### src/rtl/instruction_loader.sv
// Byte-stream loader for the instruction memory: packs 4 bytes (MSB first) into
// a 32-bit word and writes consecutive word addresses from 0 up to count-1.
module instruction_loader #(
    parameter int ADDRESS_WIDTH = 32,
    parameter int MAX_WORDS     = 64,
    parameter int COUNT_WIDTH   = 8
) (
    input  logic                     clock,
    input  logic                     reset,
    input  logic                     start,
    input  logic [COUNT_WIDTH-1:0]   instruction_count,
    input  logic [7:0]               byte_data,
    input  logic                     byte_valid,
    output logic                     byte_ready,
    output logic                     mem_write_enable,
    output logic [ADDRESS_WIDTH-1:0] mem_write_address,
    output logic [31:0]              mem_write_data,
    output logic                     busy,
    output logic                     load_done,
    output logic                     load_error
);

    typedef enum logic [1:0] {
        IDLE    = 2'd0,
        RECEIVE = 2'd1,
        WRITE   = 2'd2,
        DONE    = 2'd3
    } state_t;

    state_t                   state_reg;
    logic [COUNT_WIDTH-1:0]   count_reg;
    logic [COUNT_WIDTH-1:0]   word_index_reg;
    logic [1:0]               byte_index_reg;
    logic [31:0]              shift_reg;
    logic [31:0]              shift_next;
    logic [31:0]              write_data_reg;
    logic [ADDRESS_WIDTH-1:0] write_address_reg;
    logic                     error_reg;

    assign shift_next = {shift_reg[23:0], byte_data};

    always_ff @(posedge clock or posedge reset) begin
        if (reset) begin
            state_reg         <= IDLE;
            count_reg         <= '0;
            word_index_reg    <= '0;
            byte_index_reg    <= '0;
            shift_reg         <= '0;
            write_data_reg    <= '0;
            write_address_reg <= '0;
            error_reg         <= 1'b0;
        end else begin
            case (state_reg)
                IDLE, DONE: begin
                    if (start) begin
                        count_reg      <= instruction_count;
                        word_index_reg <= '0;
                        byte_index_reg <= '0;
                        error_reg      <= 1'b0;
                        if (instruction_count == '0) begin
                            state_reg <= DONE;
                        end else if (instruction_count > COUNT_WIDTH'(MAX_WORDS)) begin
                            error_reg <= 1'b1;
                            state_reg <= DONE;
                        end else begin
                            state_reg <= RECEIVE;
                        end
                    end
                end
                RECEIVE: begin
                    if (byte_valid) begin
                        shift_reg      <= shift_next;
                        byte_index_reg <= byte_index_reg + 2'd1;
                        // Capture the finished word so address/data hold after the strobe.
                        if (byte_index_reg == 2'd3) begin
                            write_data_reg    <= shift_next;
                            write_address_reg <= ADDRESS_WIDTH'(word_index_reg);
                            state_reg         <= WRITE;
                        end
                    end
                end
                WRITE: begin
                    if (word_index_reg == count_reg - COUNT_WIDTH'(1)) begin
                        state_reg <= DONE;
                    end else begin
                        word_index_reg <= word_index_reg + COUNT_WIDTH'(1);
                        byte_index_reg <= '0;
                        state_reg      <= RECEIVE;
                    end
                end
                default: state_reg <= IDLE;
            endcase
        end
    end

    assign byte_ready        = (state_reg == RECEIVE);
    assign mem_write_enable  = (state_reg == WRITE);
    assign busy              = (state_reg == RECEIVE) || (state_reg == WRITE);
    assign load_done         = (state_reg == DONE);
    assign load_error        = error_reg;
    assign mem_write_address = write_address_reg;
    assign mem_write_data    = write_data_reg;

endmodule

### config.mk
export PLATFORM = sky130hd
export DESIGN_NAME = instruction_loader
export DESIGN_NICKNAME = d
export VERILOG_FILES = /design/src/rtl/instruction_loader.sv
export SDC_FILE = /design/constraint.sdc
export NUM_CORES = 1
export LEC_CHECK = 0
export ABC_AREA = 1
export BUFFER_PORTS_ARGS = -buffer_cell sky130_fd_sc_hd__buf_2
export CORE_MARGIN = 2
export CORE_UTILIZATION = 38
export DETAILED_ROUTE_END_ITERATION = 8
export PLACE_DENSITY = 0.62
export SLEW_MARGIN = 30
export SYNTH_ARGS = -nofsm -noshare
export SYNTH_HDL_FRONTEND = slang
export SYNTH_SLANG_ARGS = --single-unit
### constraint.sdc
create_clock -name clock -period 5.8 [get_ports clock]
set_clock_uncertainty 0.1 [all_clocks]
set_input_delay 0.58 -clock clock [delete_from_list [all_inputs] [get_ports clock]]
set_output_delay 0.58 -clock clock [all_outputs]
set_load 0.05 [all_outputs]
# == Word-level counts from Yosys, hierarchy flattened ==
# Index checks and enable logic that the tools add are counted.
# op_classes
n_eq_ne,9
n_mux,16
n_addsub,3
reduce_logical,11
order_cmp,1
# op_table
op,count
$mux 2,9
$mux 8,2
$pmux 8 s2,1
$pmux 2 s3,2
$reduce_and 3->1,4
$add 8x1->8 const B,1
$eq 8x8->1,1
$gt 8x7->1 const B,1
$logic_not 8->1,1
$sub 8x1->8 const B,1
$eq 2x2->1 const B,3
$ne 2x2->1 const B,3
$reduce_and 2->1,2
$add 2x1->2 const B,1
$eq 2x1->1 const B,1
$logic_not 2->1,1
$mux 1,2
$ne 2x1->1 const B,1
$reduce_bool 2->1,1
$reduce_or 2->1,1
$logic_or 1x1->1,1
# word_totals
reg_bits,85
input_bits,20
out_inout_bits,69
wordCells,48

# == Longest topological paths before layout ==
# Gate-level depths: netlist of run 1.
# logic_depth
word_depth,5
mapped_depth,13
mapped_depth_nobuf,13

# == Worst setup path before layout of run 1 ==
# OpenSTA, ideal clock, no wires.
# synth_path
path_type,register to register
start,register state_reg[0]
end,register word_index_reg[2]
path_stages_with_launch,8
slack_ns,3.676
setup_time_ns,0.117
arrival_time_ns,1.907
required_ns,5.583
path_buffers,0
synth_period_minus_slack_ns,2.124
path_cell_list,dfrtp_1 > inv_1 > ha_1 > clkinv_1 > a21oi_2 > nand2_2 > nand2_1 > nand2_1
# synth_via
word_cells_on_any_way,9
cone_classes,eq/ne: 4; mux: 1; reduce/logical: 4
# synth_lines
item,line,text
start: declaration,30,state_t state_reg;
start signal: assignment,44,state_reg <= IDLE;
start signal: assignment,61,state_reg <= DONE;
start signal: assignment,64,state_reg <= DONE;
$eq 2x2->1 *,--,
net mem_write_enable,15,"output logic mem_write_enable,"
$ne 2x2->1 (no line) / $reduce_bool 2->1 (equally long branches),--,
$reduce_and 3->1 (no line),--,
end signal: assignment,86,word_index_reg <= word_index_reg + COUNT_WIDTH'(1);
end: declaration,32,logic [COUNT_WIDTH-1:0] word_index_reg;
# Mark *: on every way through the listed nets, which the timed path passes. The rest lies on a longest branch.
# A chain may end at the register's enable or synchronous reset.

# == Worst setup path after layout of run 1 ==
# layout_path
start,register state_reg[0]
end,output port busy
# layout_via
elab_chain_len,2
word_cells_on_any_way,3
cone_classes,eq/ne: 2; reduce/logical: 1
# layout_rtl
item,line,text
$eq 2x1->1 / $eq 2x2->1 (equally long branches),98,assign busy = (state_reg == RECEIVE) || (state_reg == WRITE);
$logic_or 1x1->1 *,98,
end: declaration,18,"output logic busy,"
# Every way passes the cells marked *; elsewhere a longest branch is shown, timed or not.

==> impl_metrics.json, run 1 <==
{
  "synth_top_area_share_pct": 53.4,
  "worstPathRequired_ns": 5.12,
  "reg2reg_slack_ns": 3.81,
  "worstSetupPathType": "register to output port",
  "syn_inst": 465,
  "synthMuxAreaShare_pct": 2.82,
  "setup_ws_ns": 3.51,
  "synth_edf_count": 0,
  "clk_pin_slew_worst_paths_ns": 0.09,
  "setup_viol": 0,
  "drive_above_1_share_pct": 19.7,
  "route.met2.wl_um": 3590,
  "internal_power_mw": 1.24,
  "placed_area_sq_mm": 0.00435,
  "stdcell_area_sq_mm": 0.00455,
  "finalMaxSlewViolations": 0,
  "relSlewSlack_pct": 48.3,
  "routed.top_layer": "met4",
  "synthXorXnorAreaFrac_pct": 2.20,
  "async_flop_share_pct": 100,
  "synth_top_family_by_area": "simple AND/OR/NAND/NOR gates",
  "clk_path_buf_depth": 2,
  "place_inst": 652,
  "critPathLaunchType": "register",
  "met1Wirelength_um": 3870,
  "p_clk_share_pct": 17.3,
  "overflow": 0,
  "cts.repair.resized": 0,
  "synthSimpleGateAreaFrac_pct": 19.3,
  "hpwlAfterDp_um": 5560,
  "dr.pass1.iters": 4,
  "initialDrtViolationCount": 126,
  "ant_nets": 0,
  "rows": 37,
  "synth-main-ff-cell": "dfrtp_1",
  "routed_wirelength_um": 7840,
  "cts_hold_buffers": 0,
  "grt_pass1_wl_um": 13400,
  "die_w_um": 106,
  "tightest_slew_ns": 0.775,
  "insertedDiodeCount": 0,
  "cts_inserted_buffers": 9,
  "cts_setup_buffers": 0,
  "fin_crit_ns": 2.29,
  "final_cells": 668,
  "synth_seq_area_share_pct": 53.4,
  "reg2reg_depth": 5,
  "htree_levels": 3,
  "cp_cell_sequence": "inv_1, ha_1, inv_1, buf_2",
  "routed-via-count": 2992,
  "critical_path.endpoint": "busy",
  "synth-seq-cells": 85,
  "syn_area_sq_mm": 0.00399,
  "rsz0062_at_grt": "no",
  "netSwitchingFraction_pct": 48.3,
  "status": "complete, no violations",
  "vdd_drop_max_mv": 0.393,
  "met3WireLength_um": 311,
  "synth_area_leaders": "dfrtp_1, nand2_1, o21ai_0",
  "grt_max_degree": 86,
  "r2r-end": "mem_write_data[31]",
  "p_leak_nw": 2.47,
  "via_per_inst": 4.48,
  "crit_fanout": 5,
  "p_seq_share_pct": 38.8,
  "portBuffers": 64,
  "clock-sinks": 85,
  "yosysMostFrequentCell": "nand2_1",
  "grt_pass1_vias": 2787,
  "synth.top_cells.by_count": "nand2_1, dfrtp_1, o21ai_0",
  "boundaryPins": 89,
  "slowest_stage": "dfrtp_1",
  "cp.arrival_ns": 1.61,
  "clk_latency_ns": 0.35,
  "power_mw": 2.40,
  "initial_core_util_pct": 38.8,
  "place_ws_ns": 3.82,
  "die_y_um": 106,
  "largest_reg_flops": 32,
  "synth_area_leader_cell": "dfrtp_1",
  "drc": 0,
  "maxCapViolations": 0,
  "antenna_found_initial": 0,
  "min_path_type": "input port to asynchronous set/reset pin",
  "p_switching_mw": 1.16,
  "nNetsFinal": 554,
  "wl_per_cell_um": 11.7,
  "crit_start": "state_reg[0]",
  "synth_warnings": 0,
  "synth.distinct_cells": 27,
  "gp_congestion": 0.883,
  "cts_tree": "done",
  "cp-end-kind": "output port",
  "power_density_mw_per_mm2": 529,
  "finalHoldViolCount": 0,
  "crit_top_cell": "inv_1",
  "root_buffer": "clkbuf_8",
  "worstReg2RegStart": "state_reg[1]",
  "area.growth.synth_to_final_pct": 14.1,
  "die-area_sq_mm": 0.0113,
  "period_share_pct": 39.4,
  "p_comb_share_pct": 43.9,
  "coreArea_sq_mm": 0.0103,
  "grt_usage_pct": 14.7,
  "timing.fmax_mhz": 438,
  "avgSynthCellArea_sq_um": 8.57,
  "synth_fa_ha_area_share_pct": 2.20,
  "crit_path_max_incr_delay_ns": 0.43,
  "tns_ns": 0,
  "synth_compound_area_share_pct": 8.63
}
## power groups by stage
stage / logic [mW] / clock network, mW / registers [mW]
6_report: 1.06 / 0.416 / 0.932
5_1_grt: 1.18 / 0.458 / 0.962
4_1_cts: 1.07 / 0.428 / 0.934
3_5_place_dp: 1.06 / 0 / 0.946
3_3_place_gp: 1.04 / 0 / 0.938
2_1_floorplan: 0.584 / 0 / 1.19
## critical path: cells and delay by family (launching register included)
family | cells | cell delay [ns]
flip-flops | 1 | 0.43
buffers and inverters | 3 | 0.48
adder cells (fa/ha/maj) | 1 | 0.34
## cell families after synthesis
group	Yosys count
AOI/OAI and AO/OA	68
xor gates and xnor gates	10
adders and majority gates	7
buffers and inverters	94
DFF	85
muxes	10
other	1
and+or+nand+nor	190
## cell usage in the layout (no fill, tap or decap), drive strengths merged
master    n
a21oi     5
buf      67
clkbuf    9
clkinv    5
conb     24
dfrtp    85
ha        7
inv      57
mux2     10
nand2   132
nand3    20
nand4     1
nor2     31
nor3      3
nor3b     2
o21ai    63
or2       1
xnor2     3
xor2      7
## routing by layer
layer | track usage, % | up-vias
met1 | 20.6 | 1394
li1 | - | 1528
met5 | 0 | -
met4 | 3.80 | 0
met2 | 23.0 | 64
met3 | 3.49 | 6
## worst min-delay path by stage
stage / start / to / slack (ns) / cells past startpoint
2_1_floorplan: byte_index_reg[1] / byte_index_reg[1] / 0.35 / 2
3_3_place_gp: mem_write_data[18] / mem_write_data[18] / 0.36 / 2
3_5_place_dp: mem_write_data[13] / mem_write_data[13] / 0.37 / 2
4_1_cts: reset / mem_write_address[0] / 0.36 / 3
5_1_grt: reset / shift_reg[10] / 0.38 / 3
6_report: reset / mem_write_data[27] / 0.31 / 3
## cell type report
type | instances | area, sq um
fill | 1042 | 5730
multi-input combinational | 309 | 1500
tap | 136 | 170
clock inverter | 7 | 76.3
clock buffer | 9 | 124
inverter | 55 | 208
timing repair buffer | 67 | 347
sequential | 85 | 2130
## metrics by stage
step	hold WS (ns)	utilization, %
6_report	0.310	44.3
3_3_place_gp	0.361	42.3
3_5_place_dp	0.368	42.3
4_1_cts	0.356	44.3
2_1_floorplan	0.346	-
5_1_grt	0.376	44.3
Note: power is estimated with default switching activity, not from simulation.
==> run 2, diff against run 1 <==
- clock period: 5.8 -> 2.3 ns (I/O delays scaled with it)
==> impl_metrics.json, run 2 (synthesis gave the netlist of run 1 again) <==
{
  "vdd_drop_max_mv": 1.36,
  "slowest_stage": "buf_4",
  "drive_above_1_share_pct": 20.1,
  "p_leak_nw": 2.49,
  "worstSetupPathType": "register to register",
  "die_y_um": 106,
  "grt_pass1_wl_um": 13500,
  "cts_tree": "done",
  "tns_ns": 0,
  "critical_path_cell_count": 5,
  "routed_wirelength_um": 8020,
  "die-area_sq_mm": 0.0113,
  "wl_per_cell_um": 11.9,
  "grt_usage_pct": 15.1,
  "initial_core_util_pct": 38.8,
  "rsz0062_at_grt": "no",
  "min_path_cells": 3,
  "via_per_inst": 4.56,
  "worstPathRequired_ns": 2.46,
  "cts_setup_buffers": 0,
  "clk_latency_ns": 0.37,
  "insertedDiodeCount": 0,
  "boundaryPins": 89,
  "root_buffer": "clkbuf_8",
  "drc": 0,
  "reg2reg_depth": 5,
  "cp_cell_sequence": "inv_1, ha_1, nand3_2, buf_4, mux2_2",
  "period_share_pct": 86.6,
  "cts_inserted_buffers": 9,
  "htree_levels": 3,
  "power_density_mw_per_mm2": 1350,
  "clk_pin_slew_worst_paths_ns": 0.09,
  "area.growth.synth_to_final_pct": 15.6,
  "crit_path_max_incr_delay_ns": 0.52,
  "setup_viol": 0,
  "finalHoldViolCount": 0,
  "clock-sinks": 85,
  "die_w_um": 106,
  "dr.pass1.iters": 4,
  "hpwlAfterDp_um": 5790,
  "fillers": 1009,
  "antenna_found_initial": 0,
  "critPathLaunchType": "register",
  "tightest_slew_ns": 0.662,
  "grt_pass1_vias": 2862,
  "grt_max_degree": 72,
  "portBuffers": 64,
  "place_inst": 655,
  "final_common_cell": "nand2_1",
  "initialDrtViolationCount": 199,
  "ant_nets": 0,
  "cp-end-kind": "register",
  "gp_congestion": 0.859,
  "final_cells": 672,
  "rows": 37,
  "crit_family": "buffers and inverters",
  "fin_crit_ns": 1.99,
  "maxCapViolations": 0,
  "placed_area_sq_mm": 0.00438,
  "coreArea_sq_mm": 0.0103,
  "crit_fanout": 71,
  "cp.arrival_ns": 2.15,
  "layout_common_cells": "nand2_1, dfrtp_1, buf_2, o21ai_0, inv_1",
  "clk_path_buf_depth": 2,
  "postLayoutCoreUtil_pct": 44.8,
  "overflow": 0,
  "nNetsFinal": 558,
  "min_path_type": "input port to register",
  "routed-via-count": 3062,
  "timing.fmax_mhz": 502,
  "finalMaxSlewViolations": 0,
  "relSlewSlack_pct": 55.8,
  "path_buf_inv": 2,
  "status": "complete, no violations",
  "largest_reg_flops": 32,
  "stdcell_area_sq_mm": 0.00461
}
==> run 2: cell types whose count changed in the layout (fill, tap and decap cells not counted), sizes merged <==
cell         before  now
dlygate4sd3       0    1
bufinv            0    1
clkinv            5    2
clkinvlp          0    3
inv              57   56
buf              67   70
==> run 2: final timing paths <==
| path | startpoint | endpoint | slack, ns |
|---|---|---|---|
| max reg2reg | state_reg[1] | mem_write_address[6] | 0.31 |
| max | state_reg[1] | mem_write_address[6] | 0.31 |
| min | instruction_count[3] | count_reg[3] | 0.02 |
| min in group asynchronous | reset | mem_write_data[2] | 0.40 |
| max in group asynchronous | reset | mem_write_data[6] | 0.93 |
| min reg2reg | mem_write_data[2] | mem_write_data[2] | 0.39 |
==> run 2: metrics by stage <==
step | worst slack, ns | hold slack [ns] | total power, mW
after global placement | 0.349 | 0.258 | 5.07
after floorplan | 0.176 | 0.275 | 4.49
after global routing | 0.110 | 0.0152 | 6.71
final | 0.309 | 0.0210 | 6.22
after detailed placement | 0.297 | 0.266 | 5.13
after CTS | 0.292 | 0.0104 | 6.29
==> run 2: area by class of cell <==
type                            instances  area [sq um]  area share, %
Multi-Input combinational cell        309          1500           32.5
Timing Repair Buffer                   71           388           8.42
Tap cell                              136           170           3.69
Clock inverter                          7          92.6           2.01
Sequential cell                        85          2130           46.2
Inverter                               55           210           4.56
Clock buffer                            9           124           2.69
==> run 2: repair_timing <==
action / CTS / global route
endpoints found under the hold margin: 27 / 0
endpoints found under the setup margin: 0 / 0
hold buffers: 1 / 0
gates resized for setup: 0 / 0
==> run 2: worst register-to-register path: cells and delay by family, from the launching register on <==
kind,cells,cell delay [ns]
adders and majority gates,1,0.26
muxes,1,0.43
DFF,1,0.40
and+or+nand+nor,1,0.08
buffers and inverters,2,0.61
==> run 2: per-layer routing <==
layer,vias up,global-route usage (%),wire [um]
li1,1541,-,-
met1,1444,20.0,3850
met2,63,23.3,3630
met3,14,4.72,386
met4,0,6.12,152
met5,-,0,0
==> run 2: power breakdown <==
group	switching [mW]	internal [mW]
Sequential	0.339	2.01
Clock	0.609	0.529
Combinational	2.00	0.734
Total	2.95	3.27
